File: src/rtl/pipe_ctrl_pkg.sv
// Shared types for the pipeline hazard sequencer: FSM states, per-register control bundle, watchdog width.
// Latency: n/a (types and constants only).
// Backpressure: n/a.
package pipe_ctrl_pkg;

    localparam int WCNT_W = 16;

    typedef enum logic [1:0] {
        RUN      = 2'd0,
        MEM_WAIT = 2'd1,
        HALT     = 2'd2
    } pipe_state_e;

    // Load enables and bubble-insert flushes for the PC and every pipeline register
    typedef struct packed {
        logic pc_en;
        logic if_id_en;
        logic id_ex_en;
        logic ex_mem_en;
        logic mem_wb_en;
        logic if_id_flush;
        logic id_ex_flush;
        logic ex_mem_flush;
        logic mem_wb_flush;
    } pipe_ctl_t;

endpackage

File: src/rtl/load_use_detect.sv
// Flags a load in EX whose destination feeds a source operand of the instruction in ID.
// Latency: purely combinational, zero cycles.
// Backpressure: none; the top decides whether the hazard is acted upon.
module load_use_detect (
    input  logic [4:0] id_rs1,
    input  logic [4:0] id_rs2,
    input  logic       ex_mem_read,
    input  logic [4:0] ex_rd,
    output logic       load_use
);

    // x0 is never a real dependency, so a load targeting it cannot create a hazard
    always_comb begin
        load_use = 1'b0;
        if (ex_mem_read && (ex_rd != 5'd0) && ((ex_rd == id_rs1) || (ex_rd == id_rs2))) begin
            load_use = 1'b1;
        end
    end

endmodule

File: src/rtl/pipe_hazard_ctrl.sv
// Stall/flush sequencer for the 5-stage pipeline (load-use, EX redirect, slow dmem, watchdog halt); PIPE_CTRL_PERF_EN adds perf counters.
// Latency: controls are combinational from inputs and registered state; state/counters update on clk rise.
// Backpressure: dmem not ready stalls everything upstream of MEM/WB; a watchdog expiry freezes the pipe until reset.
module pipe_hazard_ctrl
    import pipe_ctrl_pkg::*;
#(
    parameter int unsigned TIMEOUT_CYCLES = 255
) (
    input  logic        clk,
    input  logic        reset,
    input  logic [4:0]  id_rs1,
    input  logic [4:0]  id_rs2,
    input  logic        ex_mem_read,
    input  logic [4:0]  ex_rd,
    input  logic        ex_redirect,
    input  logic        mem_access,
    input  logic        dmem_ready,
    output logic        dmem_req,
    output logic        pc_en,
    output logic        if_id_en,
    output logic        id_ex_en,
    output logic        ex_mem_en,
    output logic        mem_wb_en,
    output logic        if_id_flush,
    output logic        id_ex_flush,
    output logic        ex_mem_flush,
    output logic        mem_wb_flush,
    output logic        mem_err,
    output logic [31:0] stall_cycles,
    output logic [31:0] flush_events
);

    localparam logic [WCNT_W-1:0] TIMEOUT_W = WCNT_W'(TIMEOUT_CYCLES);

    pipe_state_e       state_q, state_d;
    logic [WCNT_W-1:0] wcnt_q, wcnt_d;
    logic              mem_err_q, mem_err_d;

    logic      load_use;
    logic      mem_stall;
    pipe_ctl_t ctl;

    load_use_detect u_load_use_detect (
        .id_rs1      (id_rs1),
        .id_rs2      (id_rs2),
        .ex_mem_read (ex_mem_read),
        .ex_rd       (ex_rd),
        .load_use    (load_use)
    );

    // Hazard priority: memory stall, then redirect (load-use consumer is on the wrong path), then load-use
    always_comb begin
        ctl       = '0;
        dmem_req  = 1'b0;
        mem_stall = 1'b0;
        if (!reset && (state_q != HALT)) begin
            dmem_req  = mem_access;
            mem_stall = mem_access & ~dmem_ready;
            if (mem_stall) begin
                // MEM/WB takes a bubble each stalled cycle so the held instruction writes back only once
                ctl.mem_wb_en    = 1'b1;
                ctl.mem_wb_flush = 1'b1;
            end else if (ex_redirect) begin
                ctl.pc_en       = 1'b1;
                ctl.if_id_en    = 1'b1;
                ctl.id_ex_en    = 1'b1;
                ctl.ex_mem_en   = 1'b1;
                ctl.mem_wb_en   = 1'b1;
                ctl.if_id_flush = 1'b1;
                ctl.id_ex_flush = 1'b1;
            end else if (load_use) begin
                ctl.id_ex_en    = 1'b1;
                ctl.ex_mem_en   = 1'b1;
                ctl.mem_wb_en   = 1'b1;
                ctl.id_ex_flush = 1'b1;
            end else begin
                ctl.pc_en     = 1'b1;
                ctl.if_id_en  = 1'b1;
                ctl.id_ex_en  = 1'b1;
                ctl.ex_mem_en = 1'b1;
                ctl.mem_wb_en = 1'b1;
            end
        end
    end

    assign pc_en        = ctl.pc_en;
    assign if_id_en     = ctl.if_id_en;
    assign id_ex_en     = ctl.id_ex_en;
    assign ex_mem_en    = ctl.ex_mem_en;
    assign mem_wb_en    = ctl.mem_wb_en;
    assign if_id_flush  = ctl.if_id_flush;
    assign id_ex_flush  = ctl.id_ex_flush;
    assign ex_mem_flush = ctl.ex_mem_flush;
    assign mem_wb_flush = ctl.mem_wb_flush;
    assign mem_err      = mem_err_q;

    // Next state and watchdog: wcnt counts consecutive stalled cycles, halting once it has reached the limit
    always_comb begin
        state_d   = state_q;
        wcnt_d    = wcnt_q;
        mem_err_d = mem_err_q;
        case (state_q)
            RUN: begin
                if (mem_stall) begin
                    state_d = MEM_WAIT;
                    wcnt_d  = WCNT_W'(1);
                end
            end
            MEM_WAIT: begin
                // Leaving on !mem_stall also covers a dropped request, which would otherwise wait forever
                if (!mem_stall) begin
                    state_d = RUN;
                    wcnt_d  = '0;
                end else if (wcnt_q == TIMEOUT_W) begin
                    state_d   = HALT;
                    mem_err_d = 1'b1;
                end else begin
                    wcnt_d = wcnt_q + WCNT_W'(1);
                end
            end
            HALT: begin
                state_d = HALT;
            end
            default: begin
                state_d = RUN;
                wcnt_d  = '0;
            end
        endcase
    end

    // State register, watchdog counter and sticky error
    always_ff @(posedge clk or posedge reset) begin
        if (reset) begin
            state_q   <= RUN;
            wcnt_q    <= '0;
            mem_err_q <= 1'b0;
        end else begin
            state_q   <= state_d;
            wcnt_q    <= wcnt_d;
            mem_err_q <= mem_err_d;
        end
    end

`ifdef PIPE_CTRL_PERF_EN
    logic [31:0] stall_cycles_q, stall_cycles_d;
    logic [31:0] flush_events_q, flush_events_d;

    // Stalled = PC held outside reset/HALT; a flush event is a redirect cycle, the only source of if_id_flush
    always_comb begin
        stall_cycles_d = stall_cycles_q;
        flush_events_d = flush_events_q;
        if (!reset && (state_q != HALT) && !ctl.pc_en) begin
            stall_cycles_d = stall_cycles_q + 32'd1;
        end
        if (ctl.if_id_flush) begin
            flush_events_d = flush_events_q + 32'd1;
        end
    end

    // Performance counters, wrapping naturally at 2^32
    always_ff @(posedge clk or posedge reset) begin
        if (reset) begin
            stall_cycles_q <= '0;
            flush_events_q <= '0;
        end else begin
            stall_cycles_q <= stall_cycles_d;
            flush_events_q <= flush_events_d;
        end
    end

    assign stall_cycles = stall_cycles_q;
    assign flush_events = flush_events_q;
`else
    assign stall_cycles = '0;
    assign flush_events = '0;
`endif

endmodule

File: config.mk
export PLATFORM = sky130hd
export DESIGN_NAME = pipe_hazard_ctrl
export DESIGN_NICKNAME = d
export VERILOG_FILES = /design/src/rtl/pipe_ctrl_pkg.sv /design/src/rtl/load_use_detect.sv /design/src/rtl/pipe_hazard_ctrl.sv
export SDC_FILE = /design/constraint.sdc
export NUM_CORES = 1
export LEC_CHECK = 0
export ABC_AREA = 0
export CORE_UTILIZATION = 40
export CTS_BUF_LIST = sky130_fd_sc_hd__clkbuf_8
export DETAILED_ROUTE_END_ITERATION = 7
export PLACE_DENSITY_LB_ADDON = 0.08
export SYNTH_ARGS = -nofsm -noshare
export SYNTH_HDL_FRONTEND = slang
export SYNTH_SLANG_ARGS = --single-unit
File: constraint.sdc
create_clock -name clk -period 2.14 [get_ports clk]
set_input_delay 0.428 -clock clk [delete_from_list [all_inputs] [get_ports clk]]
set_output_delay 0.428 -clock clk [all_outputs]
set_load 0.02 [all_outputs]
==> results of run 1 <==
==> power breakdown <==
part / total, uW / internal [uW] / switching (uW) / leakage (uW)
clock: 243 / 127 / 115 / 0.0000269
combinational: 175 / 43.6 / 131 / 0.000730
sequential: 359 / 359 / 0 / 0.000260
==> worst max path at each step <==
stage / endpoint / slack (ns) / cells after the start
finish: if_id_flush / 0.09 / 5
global placement: pc_en / -0.71 / 6
floorplan: pc_en / 0.04 / 5
global route: id_ex_flush / 0.002 / 8
detailed placement: if_id_en / -0.75 / 6
CTS: id_ex_flush / 0.00004 / 6
==> per-layer routing <==
layer  track usage  up-vias  wire (um)  part of all wire
met5             0        -          0                 0
met4        0.0156        0         17            0.0050
met3        0.0350        4        125             0.037
met2         0.249       55       1670              0.49
met1         0.227      640       1580              0.47
li1              -      672          -                 -
==> synthesized netlist by cell type (2+ instances only) <==
cell	n	area (um2)
nand2_1	16	60.1
or3_1	2	12.5
nand4_1	5	31.3
nand3_1	11	55.1
nor2_1	3	11.3
clkbuf_2	2	10.0
and3_1	7	43.8
o21ai_0	10	50.1
buf_4	67	503
o22ai_1	3	18.8
o31ai_1	3	22.5
dfrtp_1	19	475
and2_1	3	18.8
a21oi_1	4	20.0
a31oi_1	6	37.5
nor3_1	3	15.0
inv_1	3	11.3
xnor2_1	5	43.8
xor2_1	12	105
==> worst max-delay path: stages <==
cell and delay [ns]:
clkdlybuf4s50_1 0.46, a21oi_4 0.14, buf_4 0.13, and3_1 0.14, dlygate4sd2_1 0.33
==> what timing repair did <==
item                                    in CTS  in global routing
resized for setup                           42                  5
pin swaps                                    8                  5
endpoints found under the setup margin       9                  3
==> metrics by stage <==
stage | cell area, um2 | setup WS, ns | TNS [ns] | util
CTS | 2030 | 0.0000422 | 0 | 0.493
global placement | 2000 | -0.714 | -2.97 | 0.485
global route | 2030 | 0.00222 | 0 | 0.492
floorplan | 2020 | 0.0365 | 0 | -
finish | 2030 | 0.0874 | 0 | 0.492
detailed placement | 2000 | -0.748 | -3.09 | 0.485
==> cell type report <==
cell class / instances / area (um2) / area share
clock buffer: 3 / 41.3 / 0.0204
clock inverter: 1 / 3.75 / 0.00185
inverter: 3 / 11.3 / 0.00556
multi-input combinational: 178 / 1020 / 0.502
sequential: 19 / 475 / 0.235
tap: 50 / 62.6 / 0.0309
timing repair buffer: 49 / 415 / 0.205
==> cell families after synthesis <==
| kind of cell | count (synthesis) |
|---|---|
| AND/OR/NAND/NOR | 61 |
| flip-flops | 19 |
| XOR/XNOR | 17 |
| multiplexers | 1 |
| adder cells (fa/ha/maj) | 1 |
| other | 1 |
| buffers and inverters | 74 |
| AO/OA/AOI/OAI | 33 |
==> registers in the layout, indices dropped and copies added, names as in the netlist <==
| register | flops |
|---|---|
| mem_err | 1 |
| state_q | 2 |
| wcnt_q | 16 |
==> impl_metrics.env, run 1 <==
export IMPL_startpoint="reset"
export IMPL_place_hpwl_mm=2.73
export IMPL_clock_sinks=19
export IMPL_worstPathRequired_ns=1.71
export IMPL_grt_max_degree=20
export IMPL_rsz0062_at_grt="no"
export IMPL_drv_cap=0
export IMPL_num_antenna_cells=0
export IMPL_grt_pass1_wl_mm=5.51
export IMPL_row_count=23
export IMPL_cts_post_setup_buffers_inserted=0
export IMPL_final_min_clock_period_ns=2.05
export IMPL_cts_buffers_inserted=3
export IMPL_synth_edff_count=0
export IMPL_final_common_cell="conb_1"
export IMPL_ios=96
export IMPL_grt_overflow=0
export IMPL_clockBufferDepth=2
export IMPL_start_util=0.429
export IMPL_worstHoldPathCells=1
export IMPL_die_area_mm2=0.00468
export IMPL_yosys_warnings=0
export IMPL_vias=1371
export IMPL_final_setup_viol_count=0
export IMPL_ys_seq_elements=19
export IMPL_syn_instance_count=207
export IMPL_netlist_area_mm2=0.00176
export IMPL_arrival_ns=1.62
export IMPL_powerDensity_mw_per_mm2=383
export IMPL_fillers=427
export IMPL_drive_gt1_frac=0.162
export IMPL_crit_type="primary input to output port"
export IMPL_max_freq_mhz=487
export IMPL_placedCellCount=299
export IMPL_cts_root_buffer="clkbuf_8"
export IMPL_synth_compound_area_frac=0.115
export IMPL_seq_area_frac_synth=0.270
export IMPL_reg2reg_setup_slack_ns=0.42
export IMPL_finalHoldViolCount=0
export IMPL_power_total_uw=776
export IMPL_yosys_area_share_simple=0.211
export IMPL_synth_ff_type="dfrtp_1"
export IMPL_core_area_mm2=0.00412
export IMPL_peakVddDrop_mv=0.320
export IMPL_finClkSkew_ns=0.00121
export IMPL_cts_tree="built"
export IMPL_wl_per_cell_um=11.2
export IMPL_status="finished, final reports clean"
export IMPL_timing_rr_start="wcnt_q[0]"
export IMPL_hp_class="register to register"
export IMPL_synthAdderAreaFrac=0.00709
export IMPL_whs_ns=0.482
export IMPL_synth_area_mux_share=0.00567
export IMPL_start_kind="primary input"
export IMPL_numPortBuffers=30
export IMPL_final_max_slew_violation_count=0
export IMPL_hold_buffers=0
export IMPL_drtIter0Drc=44
export IMPL_end_kind="output port"
export IMPL_routed_via_density=4.52
export IMPL_firstDrtPassIters=4
export IMPL_synth_xor_area_frac=0.0844
export IMPL_areaGrowthSynthToFinish_pct=14.8
export IMPL_worst_r2r_endpoint="wcnt_q[7]"
export IMPL_drtAntennaViolNets=0
export IMPL_fin_nets=276
export IMPL_grt_pass1_vias=1123
export IMPL_final_cells=303
export IMPL_min_period_over_period=0.959
export IMPL_p_leak_uw=0.00102
export IMPL_clk_pin_slew_ns=0.07
export IMPL_synth_top_family_by_area="buffers and inverters"
export IMPL_antenna_found_initial=0
export IMPL_die_y_um=68.4
export IMPL_grt_usage=0.158
export IMPL_synth_avg_cell_area_um2=8.52
export IMPL_most_common_layout_cells="conb_1, buf_4, dfrtp_1"
export IMPL_hold_end="mem_err"
export IMPL_h_tree_depth=1
export IMPL_rr_worst_depth=7
export IMPL_clk_latency_ns=0.25
export IMPL_cp_max_fo=4
export IMPL_route_detailed_drc=0
export IMPL_place_gp_congestion=0.748
export IMPL_die_x_um=68.4
export IMPL_routed_wirelength_mm=3.40
export IMPL_async_reset_ff_frac=1.00
export IMPL_hold_path_startpoint="mem_err"
export IMPL_ys_types=42
(Power assumes the default switching activity.)
==> run 2: changes to the inputs <==
--- a/config.mk
+++ b/config.mk
@@ -9,6 +9,7 @@
 export CORE_UTILIZATION = 40
 export CTS_BUF_LIST = sky130_fd_sc_hd__clkbuf_8
 export DETAILED_ROUTE_END_ITERATION = 7
+export MAX_ROUTING_LAYER = met4
 export PLACE_DENSITY_LB_ADDON = 0.08
 export SYNTH_ARGS = -nofsm -noshare
 export SYNTH_HDL_FRONTEND = slang
==> impl_metrics.env, run 2 (synthesized netlist as in run 1, its figures left out) <==
export IMPL_p_sw_uw=247
export IMPL_final_common_cell="conb_1"
export IMPL_routed_via_density=4.57
export IMPL_cts_buffers_inserted=3
export IMPL_end_kind="output port"
export IMPL_cts_root_buffer="clkbuf_8"
export IMPL_grt_overflow=0
export IMPL_rsz0062_at_grt="no"
export IMPL_cp_slowest_stage_delay_ns=0.46
export IMPL_final_min_clock_period_ns=2.05
export IMPL_hold_buffers=0
export IMPL_finClkSkew_ns=0.00128
export IMPL_wl_per_cell_um=11.2
export IMPL_p_clk_frac=0.313
export IMPL_core_area_mm2=0.00412
export IMPL_place_hpwl_mm=2.73
export IMPL_cp_max_fo=4
export IMPL_die_area_mm2=0.00468
export IMPL_arrival_ns=1.62
export IMPL_max_freq_mhz=487
export IMPL_clockBufferDepth=2
export IMPL_sw_frac_of_total=0.318
export IMPL_hp_class="register to register"
export IMPL_fillers=427
export IMPL_drtAntennaViolNets=0
export IMPL_grt_usage=0.163
export IMPL_placedCellCount=299
export IMPL_ios=96
export IMPL_combPwrFrac=0.225
export IMPL_die_y_um=68.4
export IMPL_finalHoldViolCount=0
export IMPL_p_leak_uw=0.00102
export IMPL_vias=1384
export IMPL_clock_sinks=19
export IMPL_row_count=23
export IMPL_antenna_found_initial=0
export IMPL_whs_ns=0.486
export IMPL_peakVddDrop_mv=0.320
export IMPL_cts_tree="built"
export IMPL_status="finished, final reports clean"
export IMPL_drv_cap=0
export IMPL_fin_nets=276
export IMPL_route_detailed_drc=0
export IMPL_final_max_slew_violation_count=0
export IMPL_fin_tns_setup_ns=0
export IMPL_start_kind="primary input"
export IMPL_crit_type="primary input to output port"
export IMPL_final_setup_viol_count=0
export IMPL_place_gp_congestion=0.758
export IMPL_h_tree_depth=1
export IMPL_drive_gt1_frac=0.162
export IMPL_areaGrowthSynthToFinish_pct=14.8
export IMPL_min_period_over_period=0.959
export IMPL_largest_reg_flops=16
export IMPL_numPortBuffers=30
export IMPL_seqPwrFrac=0.462
export IMPL_clk_latency_ns=0.25
export IMPL_grt_pass1_wl_mm=5.53
export IMPL_cts_post_setup_buffers_inserted=0
export IMPL_routed_wirelength_mm=3.39
export IMPL_grt_max_degree=20
export IMPL_powerDensity_mw_per_mm2=383
export IMPL_clk_pin_slew_ns=0.07
export IMPL_cp_cell_sequence="clkdlybuf4s50_1 -> a21oi_4 -> buf_4 -> and3_1 -> dlygate4sd2_1"
export IMPL_num_antenna_cells=0
export IMPL_grt_pass1_vias=1116
export IMPL_worstPathRequired_ns=1.71
export IMPL_internal_power_uw=530
export IMPL_start_util=0.429
export IMPL_crit_slowest_cell="clkdlybuf4s50_1"
export IMPL_most_common_layout_cells="conb_1, buf_4, dfrtp_1"
export IMPL_die_x_um=68.4
export IMPL_regMostFlops="wcnt_q"
export IMPL_firstDrtPassIters=4
export IMPL_final_cells=303
export IMPL_drtIter0Drc=53
[run 2: cell counts in the layout (fill, tap and decap cells not counted)]
Identical to the previous run, type by type.
[run 2: layout make-up]
cell class	instances	area [um2]	area share
flip-flops and latches	19	475	0.235
well taps	50	62.6	0.0309
clock buffers	3	41.3	0.0204
clock inverters	1	3.75	0.00185
inverters	3	11.3	0.00556
multi-input cells	178	1020	0.502
repair buffers	49	415	0.205
[run 2: worst max-delay path, delay by kind of cell]
kind,cells,cell delay [ns]
buffers and inverters,3,0.92
AOI/OAI and AO/OA,1,0.14
and+or+nand+nor,1,0.14
[run 2: stage by stage]
step	total power (uW)	area, um2	worst slack, ns	util
2_1_floorplan	580	2020	0.0365	-
3_3_place_gp	545	2000	-0.714	0.485
3_5_place_dp	545	2000	-0.748	0.485
4_1_cts	788	2030	0.0000422	0.493
5_1_grt	821	2030	0.00222	0.492
6_report	777	2030	0.0873	0.492
[run 2: timing repair]
action | CTS | global route
hold endpoints to repair | 0 | 0
resized for setup | 42 | 5
setup endpoints to repair | 9 | 3
pin swaps | 8 | 5
[run 2: per-layer routing]
metal  track usage  part of all wire
met5             -                 0
met1         0.227              0.47
met4        0.0156            0.0056
met2         0.249              0.49
met3        0.0350             0.040
[run 2: power groups by stage]
stage / clock network [uW] / registers, uW / logic (uW)
6_report: 243 / 359 / 175
5_1_grt: 271 / 359 / 191
4_1_cts: 254 / 359 / 175
3_5_place_dp: 0 / 366 / 179
3_3_place_gp: 0 / 366 / 179
2_1_floorplan: 0 / 366 / 214
[run 2: final timing paths]
path | startpoint | end | slack, ns | cells past startpoint
max | reset | if_id_flush | 0.09 | 5
min | mem_err | mem_err | 0.49 | 1
max reg2reg | wcnt_q[0] | wcnt_q[7] | 0.42 | 7
min reg2reg | mem_err | mem_err | 0.49 | 1
max in group asynchronous | reset | wcnt_q[12] | 1.22 | 4
min in group asynchronous | reset | wcnt_q[4] | 0.72 | 4
==> patch 1 (config.mk and constraints of run 1) <==
Add a define of `PIPE_CTRL_PERF_EN`.
--- a/src/rtl/pipe_hazard_ctrl.sv
+++ b/src/rtl/pipe_hazard_ctrl.sv
@@ -3,2 +3,4 @@
 // Backpressure: dmem not ready stalls everything upstream of MEM/WB; a watchdog expiry freezes the pipe until reset.
+`define PIPE_CTRL_PERF_EN
+
 module pipe_hazard_ctrl
Check against the original RTL: not equivalent (Yosys sat finds a counterexample within 4 cycles, from zero or initial values and one cycle with reset high).
==> patch 1 against run 1 <==
- the run now ends with setup timing left
- core utilization grew 12 points
- fmax shrank 4.5%
- global-route usage grew 2.9 points
- setup slack lost 0.096 ns
- clock skew grew 0.0084 ns
- synthesized area grew 130%
- design area grew to 3.0 times the old value
- sequential power grew to 4.9 times the old value
- sequential cell count grew 64
- total power grew to 4.9 times the old value
- die area grew 130%
- wire length grew to 2.8 times the old value
- largest cell class unchanged
==> patch 1: results (changes against run 1) <==
ANT cells = 0 (unchanged)
GRT Total Usage = 18.8% (was 15.8%)
Worst IR Drop VDD = 0.000412 V (was 0.000320 V)
CP max-delay cell = or4_4 (was clkdlybuf4s50_1)
top cells by area, synth = dfrtp_1 50%, xnor2_1 11%, xor2_1 5.5%, nand3_1 4.6%, and3_1 3.3% (was buf_4 29%, dfrtp_1 27%, xor2_1 6.0%, nand2_1 3.4%, nand3_1 3.1%)
asr flop ratio synth = 100% (unchanged)
H-tree depth = 3 (was 1)
status = complete, but fails checks (was finished, final reports clean)
top post-synthesis cells by count = 83 x dfrtp_1, 51 x xnor2_1, 38 x nand3_1 (was 67 x buf_4, 19 x dfrtp_1, 16 x nand2_1)
Final Skew = 0.00958 ns (was 0.00121 ns)
Post-Syn Nets = 423
share of layout cells above drive strength 1 = 22.3% (was 16.2%)
failing checks = setup timing
vias in the first global route = 3510 (was 1123)
I/O Buffers = 94 (was 30)
first-pass GRT wire length = 16600 µm (was 5510 µm)
Crit Path Max Fanout = 2 (was 4)
GPL Wtd Cong = 0.777 (was 0.748)
Num CTS Buffers = 9 (was 3)
DPL Wire Length = 6540 µm (was 2730 µm)
synth unique cells = 44 (was 42)
Leak = 2.72 nW (was 1.02 nW)
Clock transition at path regs = 0.09 ns (was 0.07 ns)
placed cells = 661 (was 299)
CTS root buffer = clkbuf_8 (unchanged)
setup violators final = 1 (was 0)
final net count = 576 (was 276)
CP max stage delay = 0.54 ns (was 0.46 ns)
Hold Crit Class = in2async (was reg2reg)
sequential fraction of the synthesis area = 50.2% (was 27.0%)
Worst-Margin Slew = 0.950 ns
setup ws final = -0.00868 ns (was 0.0874 ns)
CTS Buffer Depth = 2 (unchanged)
CP delay by family, top = simple AND/OR/NAND/NOR gates (was buffers and inverters)
first drt pass iteration count = 4 (unchanged)
worst skew pair latency = 0.35 ns (was 0.25 ns)
Mapped Cells = 399 (was 207)
initial antenna violation count = 0 (unchanged)
Yosys top cell by area = dfrtp_1 (was buf_4)
Arr. time, crit path = 1.72 ns (was 1.62 ns)
pin count of the biggest net entering global routing = 76 (was 20)
aggregate routed wire length = 9570 µm (was 3400 µm)
Iter 0 DRT Violations = 158 (was 44)
yosys warns = 0 (unchanged)
post-route insts no fill = 690 (was 303)
fill count = 862 (was 427)
DR vias/cell = 5.08 (was 4.52)
[patch 1: cell count changes in the layout (fill, tap and decap cells not counted), moves of 13 or more]
cell,change
conb_1,-64
dfrtp_1,+64
clkdlybuf4s50_1,+56
xnor2_1,+46
buf_4,+30
nand3_1,+25
nand2_1,+19
xor2_1,+13
[patch 1: power by group]
| group | internal (mW) | switching, mW |
|---|---|---|
| combinational | 0.364 | 0.347 |
| clock | 0.726 | 0.587 |
| sequential | 1.65 | 0.116 |
| total | 2.74 | 1.05 |
[patch 1: stage by stage]
step | worst slack (ns) | area [µm²] | hold WS [ns] | TNS (ns)
3_3_place_gp | -0.751 | 5620 | 0.455 | -24.53
2_1_floorplan | -0.964 | 4210 | 0.452 | -29.65
3_5_place_dp | -0.778 | 5620 | 0.457 | -24.16
4_1_cts | -0.0502 | 5970 | 0.478 | -0.0502
5_1_grt | -0.0274 | 6080 | 0.178 | -0.0404
6_report | -0.00868 | 6080 | 0.171 | -0.00868
[patch 1: repair_timing]
item,CTS,global route
gates resized for setup,73,22
endpoints found under the hold margin,0,0
buffers inserted,9,4
pin swaps,13,19
cloned,2,0
setup endpoints to repair,14,29
[patch 1: tightest hold or removal path, delay by kind of cell]
family                 cells  cell delay [ns]
buffers and inverters      3             0.43
[patch 1: cells by family (layout without fill, tap and decap cells)]
group / after synthesis / count (layout) / synth area share (%)
AOI/OAI and AO/OA: 33 / 33 / 4.87
muxes: 3 / 3 / 0.786
and+or+nand+nor: 182 / 182 / 24.6
xor gates and xnor gates: 77 / 77 / 16.3
buffers and inverters: 17 / 175 / 2.27
other: 1 / 1 / 0.0907
adders and majority gates: 3 / 3 / 0.908
DFF: 83 / 83 / 50.2
[patch 1: layout make-up]
class | instances | share of cell area [%]
multi-input combinational | 299 | 34.9
timing repair buffer | 153 | 23.9
clock buffer | 11 | 2.49
tap | 133 | 2.74
clock inverter | 5 | 1.38
inverter | 6 | 0.432
sequential | 83 | 34.2
[patch 1: path summary, 6_finish.rpt]
| check | startpoint | to | slack [ns] | depth (start not counted) |
|---|---|---|---|---|
| setup / recovery | ex_rd[2] | id_ex_flush | -0.009 | 7 |
| hold / removal | reset | state_q[1] | 0.17 | 3 |
| setup reg to reg | flush_events[11] | flush_events[27] | 0.16 | 7 |
| hold reg to reg | mem_err | mem_err | 0.48 | 1 |
| max in group asynchronous | reset | flush_events[16] | 1.02 | 3 |
| min in group clk | mem_err | mem_err | 0.48 | 1 |
[patch 1: routing by layer]
metal  vias to the layer above  part of all wire [%]  global-route usage [%]
met1                      1689                    47                    25.0
met2                       104                    47                    30.3
met4                         0                  0.75                    4.49
met3                         8                   5.0                    5.16
li1                       1706                     -                       -
met5                         -                     0                       0
==> patch 2 (flow settings as in run 1) <==
Without the edit above. Encoding of `pipe_state_e`: now one-hot (3 bits for 3 states).
--- a/src/rtl/pipe_ctrl_pkg.sv
+++ b/src/rtl/pipe_ctrl_pkg.sv
@@ -7,6 +7,6 @@
 
-    typedef enum logic [1:0] {
-        RUN      = 2'd0,
-        MEM_WAIT = 2'd1,
-        HALT     = 2'd2
+    typedef enum logic [2:0] {
+        RUN      = 3'b001,
+        MEM_WAIT = 3'b010,
+        HALT     = 3'b100
     } pipe_state_e;
Check against the original RTL: no difference found for any inputs over 10 cycles, from zero or initial values and one cycle with reset high; not proved beyond that.
==> patch 2 against run 1 <==
- total power up 17%
- highest routed layer unchanged
- wire length is 5.4% higher
- combinational power increased by 51%
- synthesized area increased by 1.8%
- cell count grew 5.0%
- die area is 1.8% higher
- first-iteration DRC count fell by 20%
- setup slack got worse by 0.028 ns
- clock power up 6%
- core utilization up 0.46 points
- clock skew up 0.0047 ns
- sequential cell count is 1 higher
- critical endpoint is now id_ex_flush
- worst hold slack lost 0.072 ns
- design area up 6.1%
==> patch 2: results (changes against run 1) <==
status = finished, final reports clean (unchanged)
CTS root buffer = clkbuf_8 (unchanged)
top cells by area, synth = buf_4 29%, dfrtp_1 26%, o21ai_1 4.7%, xor2_1 2.9%, a21oi_1 2.2% (was buf_4 29%, dfrtp_1 27%, xor2_1 6.0%, nand2_1 3.4%, nand3_1 3.1%)
Clock transition at path regs = 0.08 ns
H-tree depth = 1 (unchanged)
DPL Wire Length = 2780 µm (was 2730 µm)
top post-synthesis cells by count = 69 x buf_4, 19 x dfrtp_1, 17 x o21ai_1 (was 67 x buf_4, 19 x dfrtp_1, 16 x nand2_1)
worst r2r dst = wcnt_q[0] (was wcnt_q[7])
first-pass GRT wire length = 6200 µm (was 5510 µm)
Crit Path Max Fanout = 3 (was 4)
pin count of the biggest net entering global routing = 21 (was 20)
Worst R2R Path Depth = 5 (was 7)
fill count = 432 (was 427)
final net count = 289 (was 276)
Worst Setup EP = id_ex_flush (was if_id_flush)
asr flop ratio synth = 100% (unchanged)
CP delay by family, top = simple AND/OR/NAND/NOR gates (was buffers and inverters)
CTS Buffer Depth = 2 (unchanged)
Place WS = -0.743 ns (was -0.748 ns)
ANT cells = 0 (unchanged)
synth unique cells = 43 (was 42)
CP max-delay cell = or4_4 (was clkdlybuf4s50_1)
Num CTS Buffers = 3 (unchanged)
CP max stage delay = 0.53 ns (was 0.46 ns)
sequential fraction of the synthesis area = 27.9% (was 27.0%)
Leak = 1.06 nW (was 1.02 nW)
Hold Crit Class = in2async (was reg2reg)
Largest Register = wcnt_q (unchanged)
Largest register FFs = 16 (unchanged)
routed len/inst = 11.3 µm (was 11.2 µm)
chip width = 69.0 µm (was 68.4 µm)
vias = 1441 (was 1371)
yosys warns = 0 (unchanged)
RR Startpoint = wcnt_q[0] (unchanged)
Worst IR Drop VDD = 0.000232 V (was 0.000320 V)
worst skew pair latency = 0.26 ns
GRT Total Usage = 15.9% (was 15.8%)
first drt pass iteration count = 4 (unchanged)
Arr. time, crit path = 1.65 ns (was 1.62 ns)
I/O Buffers = 30 (unchanged)
Rel. slew slack = 62.7%
Main synth FF type = dfrtp_1 (unchanged)
initial antenna violation count = 0 (unchanged)
cell area after placement = 2080 µm² (was 2000 µm²)
vias in the first global route = 1264 (was 1123)
Final Skew = 0.00594 ns (was 0.00121 ns)
reg-to-reg slack, setup = 0.18 ns (was 0.42 ns)
GPL Wtd Cong = 0.793 (was 0.748)
Iter 0 DRT Violations = 35 (was 44)
final period utilization = 97.2% (was 95.9%)
crit path from = ex_rd[2] (was reset)
share of layout cells above drive strength 1 = 19.5% (was 16.2%)
[patch 2: cell types whose count changed after synthesis, sizes merged, moves of 2 or more]
| cell | delta |
|---|---|
| o21ai | +14 |
| nand2 | -7 |
| xor2 | -6 |
| nor2 | +5 |
| a21oi | +4 |
| a31oi | -3 |
| and3 | -3 |
| nand3 | -3 |
| buf | +2 |
| clkbuf | -2 |
| nor2b | +2 |
| nor4 | +2 |
| or2 | +2 |
| or3 | -2 |
[patch 2: cells by family (layout without fill, tap and decap cells)]
kind of cell	Yosys count	after routing	synth area share, %
muxes	2	2	1.18
buffers and inverters	75	62	30.2
and+or+nand+nor	58	58	18.9
DFF	20	20	27.9
AOI/OAI and AO/OA	48	48	16.0
adders and majority gates	1	1	0.696
xor gates and xnor gates	10	10	4.87
other	1	65	0.209
[patch 2: metal layers]
| metal | GRT usage [%] | routed length (µm) | vias up |
|---|---|---|---|
| met1 | 21.4 | 1750 | 659 |
| met2 | 24.9 | 1550 | 59 |
| li1 | - | - | 718 |
| met5 | 0 | 0 | - |
| met4 | 6.58 | 53 | 0 |
| met3 | 2.92 | 231 | 5 |
[patch 2: area by class of cell]
class                           instances  area, µm²  area share [%]
Clock buffer                            3       41.3            1.92
Multi-Input combinational cell        184       1030            48.2
Sequential cell                        20        502            23.4
Inverter                                4       15.0           0.699
Tap cell                               52       65.1            3.03
Timing Repair Buffer                   54        487            22.7
Clock inverter                          1       3.75           0.175
[patch 2: tightest hold or removal path: stages]
cell and delay, ns:
dlymetal6s2s_1 0.16, buf_4 0.17, inv_1 0.09, buf_12 0.17
[patch 2: repair_timing]
| item | 4_1_cts | 5_1_grt |
|---|---|---|
| gates resized for setup | 46 | 12 |
| setup endpoints to repair | 9 | 19 |
| pin swaps | 9 | 6 |
| buffers inserted | 0 | 0 |
[patch 2: worst min-delay path by stage]
stage	from	end	slack, ns	depth (start not counted)
after floorplan	reset	mem_err	0.39	1
after global placement	mem_err	mem_err	0.48	1
after detailed placement	mem_err	mem_err	0.48	1
after CTS	wcnt_q[12]	wcnt_q[12]	0.50	1
after global routing	reset	wcnt_q[0]	0.44	4
final	reset	wcnt_q[0]	0.41	4
[patch 2: per-stage QoR]
| stage | hold slack (ns) | std cells | power [mW] |
|---|---|---|---|
| 6_report | 0.410 | 318 | 0.911 |
| 4_1_cts | 0.496 | 318 | 0.919 |
| 3_3_place_gp | 0.480 | 314 | 0.665 |
| 3_5_place_dp | 0.484 | 314 | 0.665 |
| 2_1_floorplan | 0.391 | 279 | 0.658 |
| 5_1_grt | 0.438 | 318 | 0.956 |
[patch 2: power by group]
part	internal (mW)	switching [mW]
logic	0.0885	0.177
registers	0.383	0.00562
clock network	0.128	0.129
total	0.599	0.312
